**src/rtl/ps2_pkg.sv**
```systemverilog
// Shared PS/2 definitions for the host transmitter and the device receiver.
package ps2_pkg;

  localparam int PS2_DATA_BITS   = 8;
  localparam int PS2_FRAME_FALLS = 11;

  typedef enum logic [2:0] {
    IDLE,
    INHIBIT,
    REQ,
    SHIFT,
    ACK,
    WAIT_IDLE
  } ps2_tx_state_e;

  function automatic logic odd_parity(input logic [7:0] d);
    return ~^d;
  endfunction

endpackage

```
**src/rtl/ps2_sync_edge.sv**
```systemverilog
// 2-FF pad synchronizer with glitch-qualified fall/rise strobes.
module ps2_sync_edge (
  input  logic clk,
  input  logic rst_n,
  input  logic pad_i,
  output logic sync_o,
  output logic fall_o,
  output logic rise_o
);

  logic s1_q;
  logic s2_q;
  logic prev_q;

  // Idle PS/2 lines float high, so reset to 1 to avoid a fake fall.
  always_ff @(posedge clk or negedge rst_n) begin
    if (!rst_n) begin
      s1_q   <= 1'b1;
      s2_q   <= 1'b1;
      prev_q <= 1'b1;
    end else begin
      s1_q   <= pad_i;
      s2_q   <= s1_q;
      prev_q <= s2_q;
    end
  end

  // Edge needs two consecutive samples at the new level: 1-cycle glitches drop out.
  assign sync_o = s2_q;
  assign fall_o = prev_q & ~s2_q & ~s1_q;
  assign rise_o = ~prev_q & s2_q & s1_q;

endmodule

```
**src/rtl/ps2_host_tx.sv**
```systemverilog
// PS/2 host-to-device command transmitter (open-drain via output enables).
// Optional frame watchdog: define PS2_TX_TIMEOUT_EN.
module ps2_host_tx
  import ps2_pkg::*;
#(
  parameter int CLK_FREQ_HZ = 50_000_000,
  parameter int INHIBIT_US  = 100,
  parameter int TIMEOUT_MS  = 15
) (
  input  logic       CLOCK,
  input  logic       rst_n,
  input  logic [7:0] tx_data,
  input  logic       tx_valid,
  output logic       tx_ready,
  output logic       tx_done,
  output logic       tx_err,
  output logic       busy,
  input  logic       PS2_KBCLK,
  input  logic       PS2_KBDAT,
  output logic       ps2_clk_oe,
  output logic       ps2_dat_oe
);

  localparam int INHIBIT_CYC = CLK_FREQ_HZ / 1_000_000 * INHIBIT_US;
  localparam int INH_W       = $clog2(INHIBIT_CYC + 1);
  localparam logic [3:0] LAST_DATA = 4'(PS2_DATA_BITS);
  localparam logic [3:0] STOP_IDX  = 4'(PS2_FRAME_FALLS - 2);

  ps2_tx_state_e state_q, state_d;

  logic [7:0]       data_q, data_d;
  logic             par_q, par_d;
  logic [INH_W-1:0] cnt_q, cnt_d;
  logic [3:0]       bit_q, bit_d;
  logic             clk_oe_q, clk_oe_d;
  logic             dat_oe_q, dat_oe_d;
  logic             nack_q, nack_d;
  logic             done_c;
  logic             err_c;

  logic clk_sync, clk_fall, clk_rise;
  logic dat_sync, dat_fall, dat_rise;
  logic tmo_hit;

  ps2_sync_edge u_clk_sync (
    .clk    (CLOCK),
    .rst_n  (rst_n),
    .pad_i  (PS2_KBCLK),
    .sync_o (clk_sync),
    .fall_o (clk_fall),
    .rise_o (clk_rise)
  );

  ps2_sync_edge u_dat_sync (
    .clk    (CLOCK),
    .rst_n  (rst_n),
    .pad_i  (PS2_KBDAT),
    .sync_o (dat_sync),
    .fall_o (dat_fall),
    .rise_o (dat_rise)
  );

  // Device samples on rising clock edges; the host only acts on falls.
  logic unused_edges;
  assign unused_edges = ^{clk_rise, dat_rise, dat_fall};

`ifdef PS2_TX_TIMEOUT_EN
  localparam int TMO_CYC = CLK_FREQ_HZ / 1000 * TIMEOUT_MS;
  localparam int TMO_W   = $clog2(TMO_CYC + 1);

  logic [TMO_W-1:0] tmo_q, tmo_d;

  always_comb begin
    tmo_d = '0;
    if (state_q inside {REQ, SHIFT, ACK, WAIT_IDLE})
      tmo_d = tmo_q + TMO_W'(1);
  end

  always_ff @(posedge CLOCK or negedge rst_n) begin
    if (!rst_n) tmo_q <= '0;
    else        tmo_q <= tmo_d;
  end

  assign tmo_hit = (tmo_q == TMO_W'(TMO_CYC - 1));
`else
  logic unused_tmo;
  assign unused_tmo = ^TIMEOUT_MS;
  assign tmo_hit    = 1'b0;
`endif

  always_comb begin
    state_d  = state_q;
    data_d   = data_q;
    par_d    = par_q;
    cnt_d    = cnt_q;
    bit_d    = bit_q;
    clk_oe_d = clk_oe_q;
    dat_oe_d = dat_oe_q;
    nack_d   = nack_q;
    done_c   = 1'b0;
    err_c    = 1'b0;

    unique case (state_q)
      IDLE: begin
        clk_oe_d = 1'b0;
        dat_oe_d = 1'b0;
        if (tx_valid) begin
          data_d   = tx_data;
          par_d    = odd_parity(tx_data);
          cnt_d    = INH_W'(INHIBIT_CYC - 1);
          clk_oe_d = 1'b1;
          state_d  = INHIBIT;
        end
      end
      INHIBIT: begin
        if (cnt_q == '0) begin
          dat_oe_d = 1'b1;
          state_d  = REQ;
        end else begin
          cnt_d = cnt_q - INH_W'(1);
        end
      end
      REQ: begin
        clk_oe_d = 1'b0;
        bit_d    = '0;
        state_d  = SHIFT;
      end
      SHIFT: begin
        if (clk_fall) begin
          bit_d = bit_q + 4'd1;
          if (bit_q < LAST_DATA) begin
            dat_oe_d = ~data_q[bit_q[2:0]];
          end else if (bit_q == LAST_DATA) begin
            dat_oe_d = ~par_q;
          end else if (bit_q == STOP_IDX) begin
            dat_oe_d = 1'b0;
            state_d  = ACK;
          end
        end
      end
      ACK: begin
        if (clk_fall) begin
          nack_d  = dat_sync;
          state_d = WAIT_IDLE;
        end
      end
      WAIT_IDLE: begin
        // Done fires while still busy so tx_ready rises one cycle later.
        if (clk_sync && dat_sync) begin
          done_c  = 1'b1;
          err_c   = nack_q;
          state_d = IDLE;
        end
      end
      default: state_d = IDLE;
    endcase

    if (tmo_hit) begin
      clk_oe_d = 1'b0;
      dat_oe_d = 1'b0;
      done_c   = 1'b1;
      err_c    = 1'b1;
      state_d  = IDLE;
    end
  end

  always_ff @(posedge CLOCK or negedge rst_n) begin
    if (!rst_n) begin
      state_q  <= IDLE;
      data_q   <= '0;
      par_q    <= 1'b0;
      cnt_q    <= '0;
      bit_q    <= '0;
      clk_oe_q <= 1'b0;
      dat_oe_q <= 1'b0;
      nack_q   <= 1'b0;
    end else begin
      state_q  <= state_d;
      data_q   <= data_d;
      par_q    <= par_d;
      cnt_q    <= cnt_d;
      bit_q    <= bit_d;
      clk_oe_q <= clk_oe_d;
      dat_oe_q <= dat_oe_d;
      nack_q   <= nack_d;
    end
  end

  assign tx_ready   = (state_q == IDLE);
  assign busy       = (state_q != IDLE);
  assign tx_done    = done_c;
  assign tx_err     = err_c;
  assign ps2_clk_oe = clk_oe_q;
  assign ps2_dat_oe = dat_oe_q;

endmodule

```
**config.mk**
```make
export PLATFORM = sky130hd
export DESIGN_NAME = ps2_host_tx
export DESIGN_NICKNAME = d
export VERILOG_FILES = /design/src/rtl/ps2_pkg.sv /design/src/rtl/ps2_sync_edge.sv /design/src/rtl/ps2_host_tx.sv
export SDC_FILE = /design/constraint.sdc
export NUM_CORES = 1
export LEC_CHECK = 0
export ABC_AREA = 1
export BUFFER_PORTS_ARGS = -buffer_cell sky130_fd_sc_hd__buf_2
export CAP_MARGIN = 20
export CORE_AREA = 2 2 67 69
export DETAILED_ROUTE_END_ITERATION = 16
export DIE_AREA = 0 0 69 71
export PLACE_DENSITY = 0.75
export SLEW_MARGIN = 25
export SYNTH_ARGS = -nofsm -noshare
export SYNTH_HDL_FRONTEND = slang
export SYNTH_HIERARCHICAL = 1
export SYNTH_SLANG_ARGS = --single-unit
```
**constraint.sdc**
```tcl
create_clock -name CLOCK -period 4.15 [get_ports CLOCK]
set_input_delay 1.0375 -clock CLOCK [delete_from_list [all_inputs] [get_ports CLOCK]]
set_output_delay 1.0375 -clock CLOCK [all_outputs]
set_load 0.005 [all_outputs]
```
==> results.yml <==
status:
  status: "finished clean"
drt:
  drt-pass1-iter-count: 4
  vias: 1789
  drc: 0
  wl_mm: 4.07
  vias_per_cell: 4.98
  antenna_left: 0
  drtIter0Drc: 79
  avgRoutedWirePerCell_um: 11.3
critical_path:
  reg2reg_depth: 10
  critPathKind: "flop to output pin"
  r2r_slack_ns: 2.36
  cp-start-kind: "flop"
  critPathMaxFanout: 12
  critPathRequiredTime_ns: 3.11
  critPathCaptureType: "output pin"
  worstSetupStartpoint: "state_q[2]"
  worstPathArrival_ns: 1.60
  worstReg2RegEnd: "state_q[2]"
  r2r_start: "bit_q[0]"
timing:
  skew_ns: 0.00357
  slew_headroom_pct: 46.0
  maxSlewViolCount: 0
  setup_viol: 0
  min_period_ns: 2.64
  tns_ns: 0
  rsz0062_at_grt: "false"
  hold_viol_final: 0
  worst_slew_pin_slew_ns: 0.809
  fmax_ghz: 0.379
  finalCritPeriodShare_pct: 63.5
clock_network:
  path_clk_slew_ns: 0.07
  cts_resized: 0
  h-tree-depth: 2
  clock_latency_ns: 0.30
  post_cts_buffers: 0
  cts_buffers: 5
  cts_sinks: 37
  cts_tree: "yes"
  clock-root-buffer: "clkbuf_8"
  clock_path_buffers: 2
  holdBufCountCts: 0
power_and_ir_drop:
  leakage_nw: 1.20
  powerDensity_mw_per_mm2: 668
  p_total_w: 0.00160
  ir_drop_mv: 0.283
cells_and_area:
  final_nets: 324
  antenna_cells: 0
  drive_gt1_share_pct: 14.7
  final_area_sq_mm: 0.00239
  fin_cells: 359
  syn_to_final_growth_pct: 11.4
die:
  die_h_um: 71
  start_util_pct: 51.1
  placementRows: 24
  io-pin-count: 19
  fp.dieW_um: 69
  placeableCoreArea_sq_mm: 0.00420
  die-area_sq_mm: 0.00490
run:
  maxCapViolCount: 0
global_route:
  grt.overflow.total: 0
  grt_pass1_vias: 1718
  antenna_found_initial: 0
  grt_max_degree: 38
  grt_pass1_wl_mm: 7.27
  gr-usage-all-layers_pct: 18.4
placement:
  placed_cells: 351
  place_area_sq_mm: 0.00226
  io_buffer_count: 18
  gp_congestion: 0.874
  hpwl_mm: 2.99
logic_synthesis:
  ys.warnings.count: 6
  synthCells: 287
  synth_nets: 305
  syn_area_sq_mm: 0.00215
  avgSynthCellArea_sq_um: 7.48
hold_path:
  hold_end: "u_dat_sync/sync_o"
  hold_path_class: "flop to flop"
  min_from: "u_dat_sync/s1_q"
  worstHoldPathCells: 0
==> cell usage in the layout (no fill, tap or decap) <==
cell and count:
o21ai_2 2, buf_2 18, or2_2 1, xor2_1 5, nand4_1 3, clkbuf_8 5, nand2_1 84, bufinv_16 2
dfrtp_1 32, nor2_1 28, nand2_2 3, ha_1 5, inv_1 37, clkinv_2 1, nand2_4 2, nand3_1 27
a21oi_1 5, o21ai_1 8, dfstp_2 5, inv_2 2, nor3_1 9, inv_4 1, xnor2_1 5, nor3_4 3
o21ai_0 14
==> layout make-up <==
type | count | area [sq um]
Clock buffer | 5 | 68.8
Clock inverter | 3 | 65.1
Fill cell | 395 | 1810
Inverter | 40 | 153
Multi-Input combinational cell | 204 | 1020
Sequential cell | 37 | 932
Tap cell | 52 | 65.1
Timing Repair Buffer | 18 | 90.1
==> critical path: stages (launching register included) <==
cell	delay, ns
dfrtp_1	0.66
inv_1	0.08
nor3_1	0.23
inv_1	0.08
nor3_1	0.12
buf_2	0.13
==> report_power, final <==
group	switching [W]	total (W)	leakage, nW	internal [W]
logic	0.000425	0.000645	0.676	0.000220
clock network	0.000133	0.000372	0.0681	0.000239
registers	0.000101	0.000581	0.455	0.000480
total	0.000659	0.00160	1.20	0.000939
==> registers in the layout, indices dropped and copies added, names as in the netlist <==
name               cells
u_clk_sync/sync_o      1
par_q                  1
bit_q                  4
u_clk_sync/prev_q      1
cnt_q                 13
ps2_clk_oe             1
ps2_dat_oe             1
data_q                 8
nack_q                 1
state_q                3
u_clk_sync/s1_q        1
u_dat_sync/s1_q        1
u_dat_sync/sync_o      1
==> how the worst max path moves through the flow <==
stage | end | slack, ns | depth (start not counted)
after detailed placement | tx_err | 1.83 | 5
after floorplan | tx_err | 2.02 | 5
final | tx_err | 1.51 | 5
after CTS | tx_err | 1.50 | 5
after global placement | tx_err | 1.86 | 5
after global routing | tx_err | 1.30 | 5
==> per-stage QoR <==
step	util [%]	setup WS [ns]	hold slack (ns)
floorplan	-	2.02	0.345
finish	56.9	1.51	0.360
global placement	53.7	1.86	0.346
global route	56.9	1.30	0.367
CTS	56.9	1.50	0.362
detailed placement	53.7	1.83	0.349
==> per-layer routing <==
layer	global-route usage [%]	wire length, um	vias to the layer above
li1	-	-	935
met1	22.2	1850	827
met2	31.6	2030	21
met3	4.70	123	6
met4	7.41	68	0
met5	0	0	-
Power figures use the tool's default switching activity.
